==> config.mk <==
export PLATFORM = sky130hd
export DESIGN_NAME = wave_synth_voice
export DESIGN_NICKNAME = d
export VERILOG_FILES = /design/src/rtl/wave_synth_voice.sv
export SDC_FILE = /design/constraint.sdc
export NUM_CORES = 1
export LEC_CHECK = 0
export ABC_AREA = 1
export CORE_MARGIN = 2
export CORE_UTILIZATION = 48
export CTS_CLUSTER_DIAMETER = 30
export DETAILED_ROUTE_END_ITERATION = 10
export GPL_TIMING_DRIVEN = 0
export PLACE_DENSITY = 0.78
export SYNTH_ARGS = -nofsm -noshare
export SYNTH_HDL_FRONTEND = slang
export SYNTH_SLANG_ARGS = --single-unit
export TNS_END_PERCENT = 20
==> constraint.sdc <==
create_clock -name clk -period 3.2 [get_ports clk]
set_input_delay 0.32 -clock clk [delete_from_list [all_inputs] [get_ports clk]]
set_output_delay 0.32 -clock clk [all_outputs]
set_load 0.05 [all_outputs]
==> src/rtl/wave_synth_voice.sv <==
// wave_synth_voice: single-voice tone generator with selectable waveform, volume and per-channel mute.
// Settings are latched at period boundaries so a running note never glitches.
module wave_synth_voice #(
    parameter int AUDIO_W = 16,
    parameter int DIV_W   = 20,
    parameter int STEP_W  = 6
) (
    input  logic                      clk,
    input  logic                      rst_n,
    input  logic                      en,
    input  logic [DIV_W-1:0]          note_div,
    input  logic [1:0]                wave_sel,
    input  logic [3:0]                volume,
    input  logic [1:0]                chan_en,
    output logic                      period_start,
    output logic signed [AUDIO_W-1:0] audio_left,
    output logic signed [AUDIO_W-1:0] audio_right
);
    localparam int SL_W = DIV_W - STEP_W;
    localparam int QS   = AUDIO_W - STEP_W;
    localparam logic [AUDIO_W-1:0] A = {1'b0, {(AUDIO_W-1){1'b1}}};
    localparam logic [AUDIO_W-1:0] M = {1'b1, {(AUDIO_W-1){1'b0}}};

    typedef enum logic {IDLE, RUN} state_t;
    state_t state, state_d;

    logic [SL_W-1:0]           step_len, step_cnt;
    logic [STEP_W-1:0]         phase;
    logic [1:0]                wave_l, chan_l;
    logic [3:0]                vol_l;
    logic                      degen, step_end, load, live_ok, active;
    logic [AUDIO_W-1:0]        ph_ext;
    logic signed [AUDIO_W-1:0] raw, shifted, left_d, right_d;

    always_comb begin
        state_d  = en ? RUN : IDLE;
        degen    = step_len == '0;
        step_end = step_cnt == step_len - 1'b1;
        // entry, wrap, or a degenerate period all re-capture the config
        load     = en && (state == IDLE || degen || (step_end && &phase));
        live_ok  = note_div >= DIV_W'(1 << STEP_W);
        active   = state == RUN && en && !degen && vol_l != 4'd0;
        ph_ext   = AUDIO_W'(phase);
        raw      = wave_l == 2'd1 ? (phase[STEP_W-1] ? -A : A) :
                   wave_l == 2'd2 ? (phase[STEP_W-1] ? A - (AUDIO_W'(phase[STEP_W-2:0]) << (QS+1))
                                                     : M + (ph_ext << (QS+1))) :
                   wave_l == 2'd3 ? M + (ph_ext << QS) : '0;
        shifted  = raw >>> (4'd15 - vol_l);
        left_d   = (active && chan_l[0]) ? shifted : '0;
        right_d  = (active && chan_l[1]) ? shifted : '0;
    end

    always_ff @(posedge clk or negedge rst_n) begin
        if (!rst_n) begin
            state        <= IDLE;
            step_len     <= '0;
            step_cnt     <= '0;
            phase        <= '0;
            wave_l       <= '0;
            vol_l        <= '0;
            chan_l       <= '0;
            period_start <= 1'b0;
            audio_left   <= '0;
            audio_right  <= '0;
        end else begin
            state        <= state_d;
            period_start <= load && live_ok;
            audio_left   <= left_d;
            audio_right  <= right_d;
            if (!en) begin
                step_cnt <= '0;
                phase    <= '0;
            end else if (load) begin
                step_cnt <= '0;
                phase    <= '0;
                step_len <= note_div[DIV_W-1:STEP_W];
                wave_l   <= wave_sel;
                vol_l    <= volume;
                chan_l   <= chan_en;
            end else if (step_end) begin
                step_cnt <= '0;
                phase    <= phase + 1'b1;
            end else begin
                step_cnt <= step_cnt + 1'b1;
            end
        end
    end
endmodule

==> results of run 1 <==
cell usage in the layout (no fill, tap or decap), types with 2 or more instances in the layout:
| cell type | count |
|---|---|
| buf_2 | 4 |
| nor2_2 | 6 |
| o21ai_1 | 2 |
| nor4_1 | 5 |
| nand3_1 | 70 |
| nand2_4 | 3 |
| or2_1 | 2 |
| clkinv_2 | 2 |
| inv_2 | 5 |
| ha_1 | 4 |
| a21oi_1 | 17 |
| o21ai_0 | 13 |
| buf_6 | 2 |
| xnor2_1 | 8 |
| clkdlybuf4s50_1 | 56 |
| nand2_2 | 3 |
| nand3b_1 | 8 |
| nand2_1 | 162 |
| nor3b_1 | 4 |
| clkinvlp_4 | 2 |
| nand4_1 | 11 |
| clkbuf_1 | 10 |
| dfrtp_1 | 76 |
| nor2_4 | 2 |
| buf_4 | 4 |
| nor3_1 | 4 |
| xor2_1 | 12 |
| clkbuf_8 | 9 |
| nor2_1 | 67 |
| inv_1 | 38 |
synthesized netlist by cell type:
cell / instances
buf_6: 2
a31oi_1: 1
inv_1: 38
o31ai_1: 1
nor2_1: 67
nand2_4: 3
inv_2: 5
nand3b_1: 8
nand2_1: 162
buf_4: 3
or2_1: 2
dfrtp_1: 76
nor2_2: 6
o31ai_2: 1
xnor2_1: 8
o21ai_1: 2
xor2_1: 12
buf_2: 4
nor4_1: 5
nand4_1: 11
nand3_4: 1
buf_1: 1
and2_1: 1
o211ai_1: 1
nor2_4: 2
nand3_1: 70
ha_1: 4
o21bai_1: 1
clkbuf_1: 10
clkbuf_2: 1
nand2_2: 3
nor3_1: 4
a21oi_1: 17
nor3b_1: 4
or4_1: 1
o21ai_0: 13
worst min-delay path by stage:
stage                         start              to  depth (start not counted)
final                         rst_n  audio_left[11]                          2
after global routing          rst_n  audio_left[11]                          2
after CTS                     rst_n  audio_left[11]                          2
after detailed placement      rst_n  audio_left[11]                          1
after global placement    chan_l[0]       chan_l[0]                          2
after floorplan               rst_n   audio_left[0]                          0
routing by layer:
layer  routed length [µm]  part of all wire
met5                    0                 0
met2                 4360              0.44
met1                 4720              0.48
met4                  269             0.027
met3                  466             0.047
registers in the layout (all words and copies together), names as in the netlist:
| register | count |
|---|---|
| audio_right | 16 |
| step_cnt | 14 |
| audio_left | 16 |
| wave_l | 2 |
| state | 1 |
| period_start | 1 |
| phase | 6 |
| chan_l | 2 |
| step_len | 14 |
| vol_l | 4 |
stage by stage:
step	instances	worst slack [ns]
4_1_cts	733	0.864
5_1_grt	733	0.606
6_report	733	0.851
3_5_place_dp	717	0.875
2_1_floorplan	551	1.24
3_3_place_gp	716	-0.670
area by class of cell:
cell class	count	area, µm²	area share
multi-input cells	411	2000	0.392
flip-flops and latches	76	1900	0.372
well taps	108	135	0.0265
inverters	43	161	0.0316
clock inverters	6	63.8	0.0125
clock buffers	9	124	0.0243
repair buffers	59	606	0.119
plain buffers	21	111	0.0218
power groups by stage:
stage	combinational [µW]	clock, µW	sequential [µW]
floorplan	374	0	1140
global placement	613	0	1090
detailed placement	628	0	1090
CTS	632	731	1070
global route	713	781	1080
finish	638	714	1070
worst reg2reg max path: cells and delay by family (launching register included):
kind                     cells  cell delay (ns)
AO/OA/AOI/OAI                1             0.25
buffers and inverters        3             0.56
flip-flops                   1             0.40
AND/OR/NAND/NOR              6             0.79
adder cells (fa/ha/maj)      1             0.26
cells by family after synthesis:
kind of cell / synth area share
compound gates: 0.0482
simple gates: 0.377
fa+ha+maj: 0.0120
buf+inv: 0.0653
flops: 0.455
xor+xnor: 0.0419
==> impl_metrics.env, run 1 <==
export IMPL_combPwrFrac=0.263
export IMPL_antenna_cells=0
export IMPL_htree_levels=3
export IMPL_drc=0
export IMPL_syn_area_per_cell_um2=7.58
export IMPL_p_total_uw=2420
export IMPL_clkPwrFrac=0.295
export IMPL_min_path_type="primary input to async pin"
export IMPL_antenna_found_initial=0
export IMPL_rrSetupSlack_ns=0.85
export IMPL_n_fill_cell=758
export IMPL_ys_seq_elements=76
export IMPL_ys_warn_count=0
export IMPL_cts_buffer_depth=2
export IMPL_cts_post_setup_buffers_inserted=0
export IMPL_chipHeight_um=97.3
export IMPL_outcome="complete, no violations"
export IMPL_finish_instance_area_mm2=0.00511
export IMPL_vias=3885
export IMPL_final_util=0.594
export IMPL_crit_start="step_len[0]"
export IMPL_period_minus_slack_ns=2.35
export IMPL_drive_gt1_frac=0.0768
export IMPL_reg2reg_from="step_len[0]"
export IMPL_pin_count=64
export IMPL_slew_headroom=0.650
export IMPL_grt_pass1_wl_mm=16.9
export IMPL_worst_setup_path_type="register to register"
export IMPL_p_leak_uw=0.00248
export IMPL_cts_buffers=9
export IMPL_worst_pin_slew_ns=0.523
export IMPL_routed_via_density=5.30
export IMPL_use_met3=0.0317
export IMPL_insertion_delay_ns=0.35
export IMPL_synth_area_leader_cell="dfrtp_1"
export IMPL_cp_end_kind="register"
export IMPL_p_seq_frac=0.442
export IMPL_placed_area_mm2=0.00491
export IMPL_nNetsFinal=656
export IMPL_reg2reg_depth=11
export IMPL_worstPathRequired_ns=3.43
export IMPL_switchingPower_uw=835
export IMPL_grt_pass1_vias=3579
export IMPL_cts_sinks=76
export IMPL_clkTransAtPathRegs_ns=0.08
export IMPL_pwr_density_cell_mw_per_mm2=475
export IMPL_port_buffer_count=57
export IMPL_cpLargestDelayFamily="simple AND/OR/NAND/NOR gates"
export IMPL_area_growth_pct=22.2
export IMPL_grtUsageMet2=0.323
export IMPL_path_max_fanout=10
export IMPL_grt_max_degree=48
export IMPL_syn_instance_count=551
export IMPL_maxCapViolations=0
export IMPL_ant_nets=0
export IMPL_core_area_mm2=0.00859
export IMPL_cp_endpoint="step_cnt[8]"
export IMPL_place_congestion=0.990
export IMPL_timing_fmax_ghz=0.426
export IMPL_internal_power_uw=1590
export IMPL_path_buf_inv=3
export IMPL_crit_slowest_cell="dfrtp_1"
export IMPL_grt_busiest_layer="met1"
export IMPL_cp_slowest_stage_delay_ns=0.40
export IMPL_setup_violations_final=0
export IMPL_rr_endpoint="step_cnt[8]"
export IMPL_crit_arrival_ns=2.58
export IMPL_holdWs_ns=0.434
export IMPL_grtUsageTotal=0.219
export IMPL_initial_core_util=0.486
export IMPL_setup_worst_path_start_class="register"
export IMPL_syn_area_mm2=0.00418
export IMPL_routed_wl_mm=9.82
export IMPL_drv_slew=0
export IMPL_drtIter0Drc=289
export IMPL_num_rows=34
export IMPL_first_pass_iters=5
export IMPL_place_hpwl_mm=7.51
export IMPL_use_met1=0.326
export IMPL_synth_area_leaders="dfrtp_1, nand2_1, nand3_1"
export IMPL_path_depth=11
export IMPL_wl_per_cell_um=13.4
export IMPL_hold_buffers=1
export IMPL_clockRootBuffer="clkbuf_8"
export IMPL_dieArea_mm2=0.00947
export IMPL_die_x_um=97.3
export IMPL_synth_top_area_frac=0.455
export IMPL_grt_overflow=0
export IMPL_sw_frac_of_total=0.345
export IMPL_syn_num_nets=586
export IMPL_finalHoldViolations=0
export IMPL_fin_tns_setup_ns=0
export IMPL_period_share=0.734
export IMPL_peakVddDrop_mv=0.325
export IMPL_ys_seq_area_frac=0.455
export IMPL_grt_setup_unrepaired="false"
export IMPL_synth_cell_types=36
export IMPL_finalClockSkew_ns=0.0114
export IMPL_tritoncts="done"
export IMPL_cp_cell_sequence="inv_1 > ha_1 > nand2_2 > nor2_2 > nand2_1 > o31ai_2 > nor2_1 > buf_2 > nand2_4 > buf_4 > nor3_1"
export IMPL_cts_resized=0
(Power assumes the default switching activity.)
==> inputs of run 2 (changes only) <==
clock period = 2.4 ns   (was 3.2 ns; I/O delays follow)
==> run 2 against run 1 <==
Effect of this change:
- via count increased by 0.41%
- core utilization is 0.26 points higher
- critical path depth did not move
- maximum frequency is 5.7% higher
- setup slack worse by 0.67 ns
- largest cell class unchanged
==> impl_metrics.env, run 2 (same netlist as run 1, synthesis figures left out) <==
export IMPL_period_share=0.926
export IMPL_setup_worst_path_start_class="register"
export IMPL_initial_core_util=0.486
export IMPL_drtIter0Drc=261
export IMPL_p_leak_uw=0.00248
export IMPL_peakVddDrop_mv=0.433
export IMPL_drv_slew=0
export IMPL_num_rows=34
export IMPL_final_util=0.597
export IMPL_grtUsageTotal=0.219
export IMPL_crit_slowest_cell="dfrtp_1"
export IMPL_clkTransAtPathRegs_ns=0.08
export IMPL_antenna_cells=0
export IMPL_worst_pin_slew_ns=0.517
export IMPL_dp_cells=717
export IMPL_cp_slowest_stage_delay_ns=0.41
export IMPL_maxCapViolations=0
export IMPL_port_buffer_count=57
export IMPL_rrSetupSlack_ns=0.18
export IMPL_holdWs_ns=0.350
export IMPL_first_pass_iters=5
export IMPL_outcome="complete, no violations"
export IMPL_finalClockSkew_ns=0.0112
export IMPL_htree_levels=3
export IMPL_min_path_type="primary input to async pin"
export IMPL_cp_cell_sequence="inv_2 > ha_2 > nand2_2 > nor2_4 > nand2_1 > o31ai_4 > nor2_1 > buf_2 > nand2_4 > buf_4 > nor3_1"
export IMPL_routed_wl_mm=9.89
export IMPL_dieArea_mm2=0.00947
export IMPL_worst_setup_path_type="register to register"
export IMPL_crit_arrival_ns=2.44
export IMPL_period_minus_slack_ns=2.22
export IMPL_antenna_found_initial=0
export IMPL_timing_fmax_ghz=0.450
export IMPL_vias=3901
export IMPL_clockRootBuffer="clkbuf_8"
export IMPL_pin_count=64
export IMPL_tritoncts="done"
export IMPL_routed_via_density=5.33
export IMPL_grt_max_degree=48
export IMPL_area_growth_pct=22.8
export IMPL_cts_buffer_depth=2
export IMPL_setup_violations_final=0
export IMPL_worstPathRequired_ns=2.62
export IMPL_grt_setup_unrepaired="false"
export IMPL_placed_area_mm2=0.00491
export IMPL_ant_nets=0
export IMPL_n_fill_cell=756
export IMPL_finalHoldViolations=0
export IMPL_reg2reg_from="step_len[0]"
export IMPL_place_congestion=0.990
export IMPL_layout_common_cells="nand2_1, dfrtp_1, nand3_1"
export IMPL_grt_overflow=0
export IMPL_core_area_mm2=0.00859
export IMPL_final_common_cell="nand2_1"
export IMPL_grt_pass1_wl_mm=16.9
export IMPL_cts_post_setup_buffers_inserted=0
export IMPL_fin_tns_setup_ns=0
export IMPL_slew_headroom=0.652
export IMPL_grt_pass1_vias=3579
export IMPL_insertion_delay_ns=0.35
export IMPL_top_regs="audio_left: 16 flops, audio_right: 16 flops"
export IMPL_path_max_fanout=10
export IMPL_drive_gt1_frac=0.0817
export IMPL_cp_end_kind="register"
export IMPL_cts_sinks=76
export IMPL_chipHeight_um=97.3
export IMPL_rr_endpoint="step_cnt[5]"
export IMPL_reg2reg_depth=11
export IMPL_place_hpwl_mm=7.51
export IMPL_drc=0
export IMPL_finish_instance_area_mm2=0.00513
export IMPL_pwr_density_cell_mw_per_mm2=632
export IMPL_die_x_um=97.3
export IMPL_nNetsFinal=655
export IMPL_wl_per_cell_um=13.5
export IMPL_cts_buffers=9
export IMPL_fin_cells=732
==> run 2: worst max path at each step <==
stage             endpoint  cells after the start         from
2_1_floorplan  step_cnt[5]                     11  step_len[0]
3_3_place_gp   step_cnt[0]                      1        rst_n
3_5_place_dp   step_cnt[5]                     11  step_len[0]
4_1_cts        step_cnt[8]                     11  step_len[0]
5_1_grt        step_cnt[5]                     11  step_len[0]
6_report       step_cnt[5]                     11  step_len[0]
==> run 2: per-stage QoR <==
| step | power (µW) | worst slack, ns |
|---|---|---|
| floorplan | 2020 | 0.443 |
| global placement | 2270 | -1.39 |
| detailed placement | 2290 | 0.0791 |
| CTS | 3250 | 0.0638 |
| global route | 3440 | 0.0208 |
| finish | 3240 | 0.179 |
==> run 2: final cells by class <==
cell class / count / area, µm² / share of cell area
buffer: 20 / 108 / 0.0210
clock buffer: 9 / 124 / 0.0242
clock inverter: 6 / 63.8 / 0.0124
inverter: 43 / 161 / 0.0315
multi-input combinational: 411 / 2030 / 0.396
sequential: 76 / 1900 / 0.371
tap: 108 / 135 / 0.0263
timing repair buffer: 59 / 606 / 0.118
==> run 2: worst max-delay path, delay by kind of cell, from the launching register on <==
family | cells | cell delay (ns)
AO/OA/AOI/OAI | 1 | 0.22
adder cells (fa/ha/maj) | 1 | 0.22
buffers and inverters | 3 | 0.51
flip-flops | 1 | 0.41
AND/OR/NAND/NOR | 6 | 0.74
==> run 2: metal layers <==
layer	part of all wire	routed length, µm	track usage	vias to the layer above
li1	-	-	-	1913
met1	0.48	4750	0.326	1843
met2	0.44	4400	0.323	120
met3	0.046	453	0.0317	25
met4	0.029	284	0.0919	0
met5	0	0	0	-
==> run 2: repair_timing <==
action | 4_1_cts | 5_1_grt
endpoints found under the hold margin | 29 | 0
gates resized for setup | 0 | 6
endpoints found under the setup margin | 0 | 57
hold buffers | 1 | 0
==> run 2: power by group <==
group / total, µW / leakage (µW) / switching [µW] / internal [µW]
clock: 955 / 0.0000915 / 481 / 474
sequential: 1430 / 0.00102 / 77.7 / 1360
combinational: 852 / 0.00137 / 564 / 288
==> inputs of run 3 (changes only) <==
--- a/constraint.sdc
+++ b/constraint.sdc
@@ -3,2 +3,2 @@
 set_output_delay 0.24 -clock clk [all_outputs]
-set_load 0.05 [all_outputs]
+set_load 0.02 [all_outputs]
==> results of run 3 <==
The final DEF is identical to that of run 2. Status: complete, no violations.
Main changes from that run: total power 3240 µW -> 3180 µW
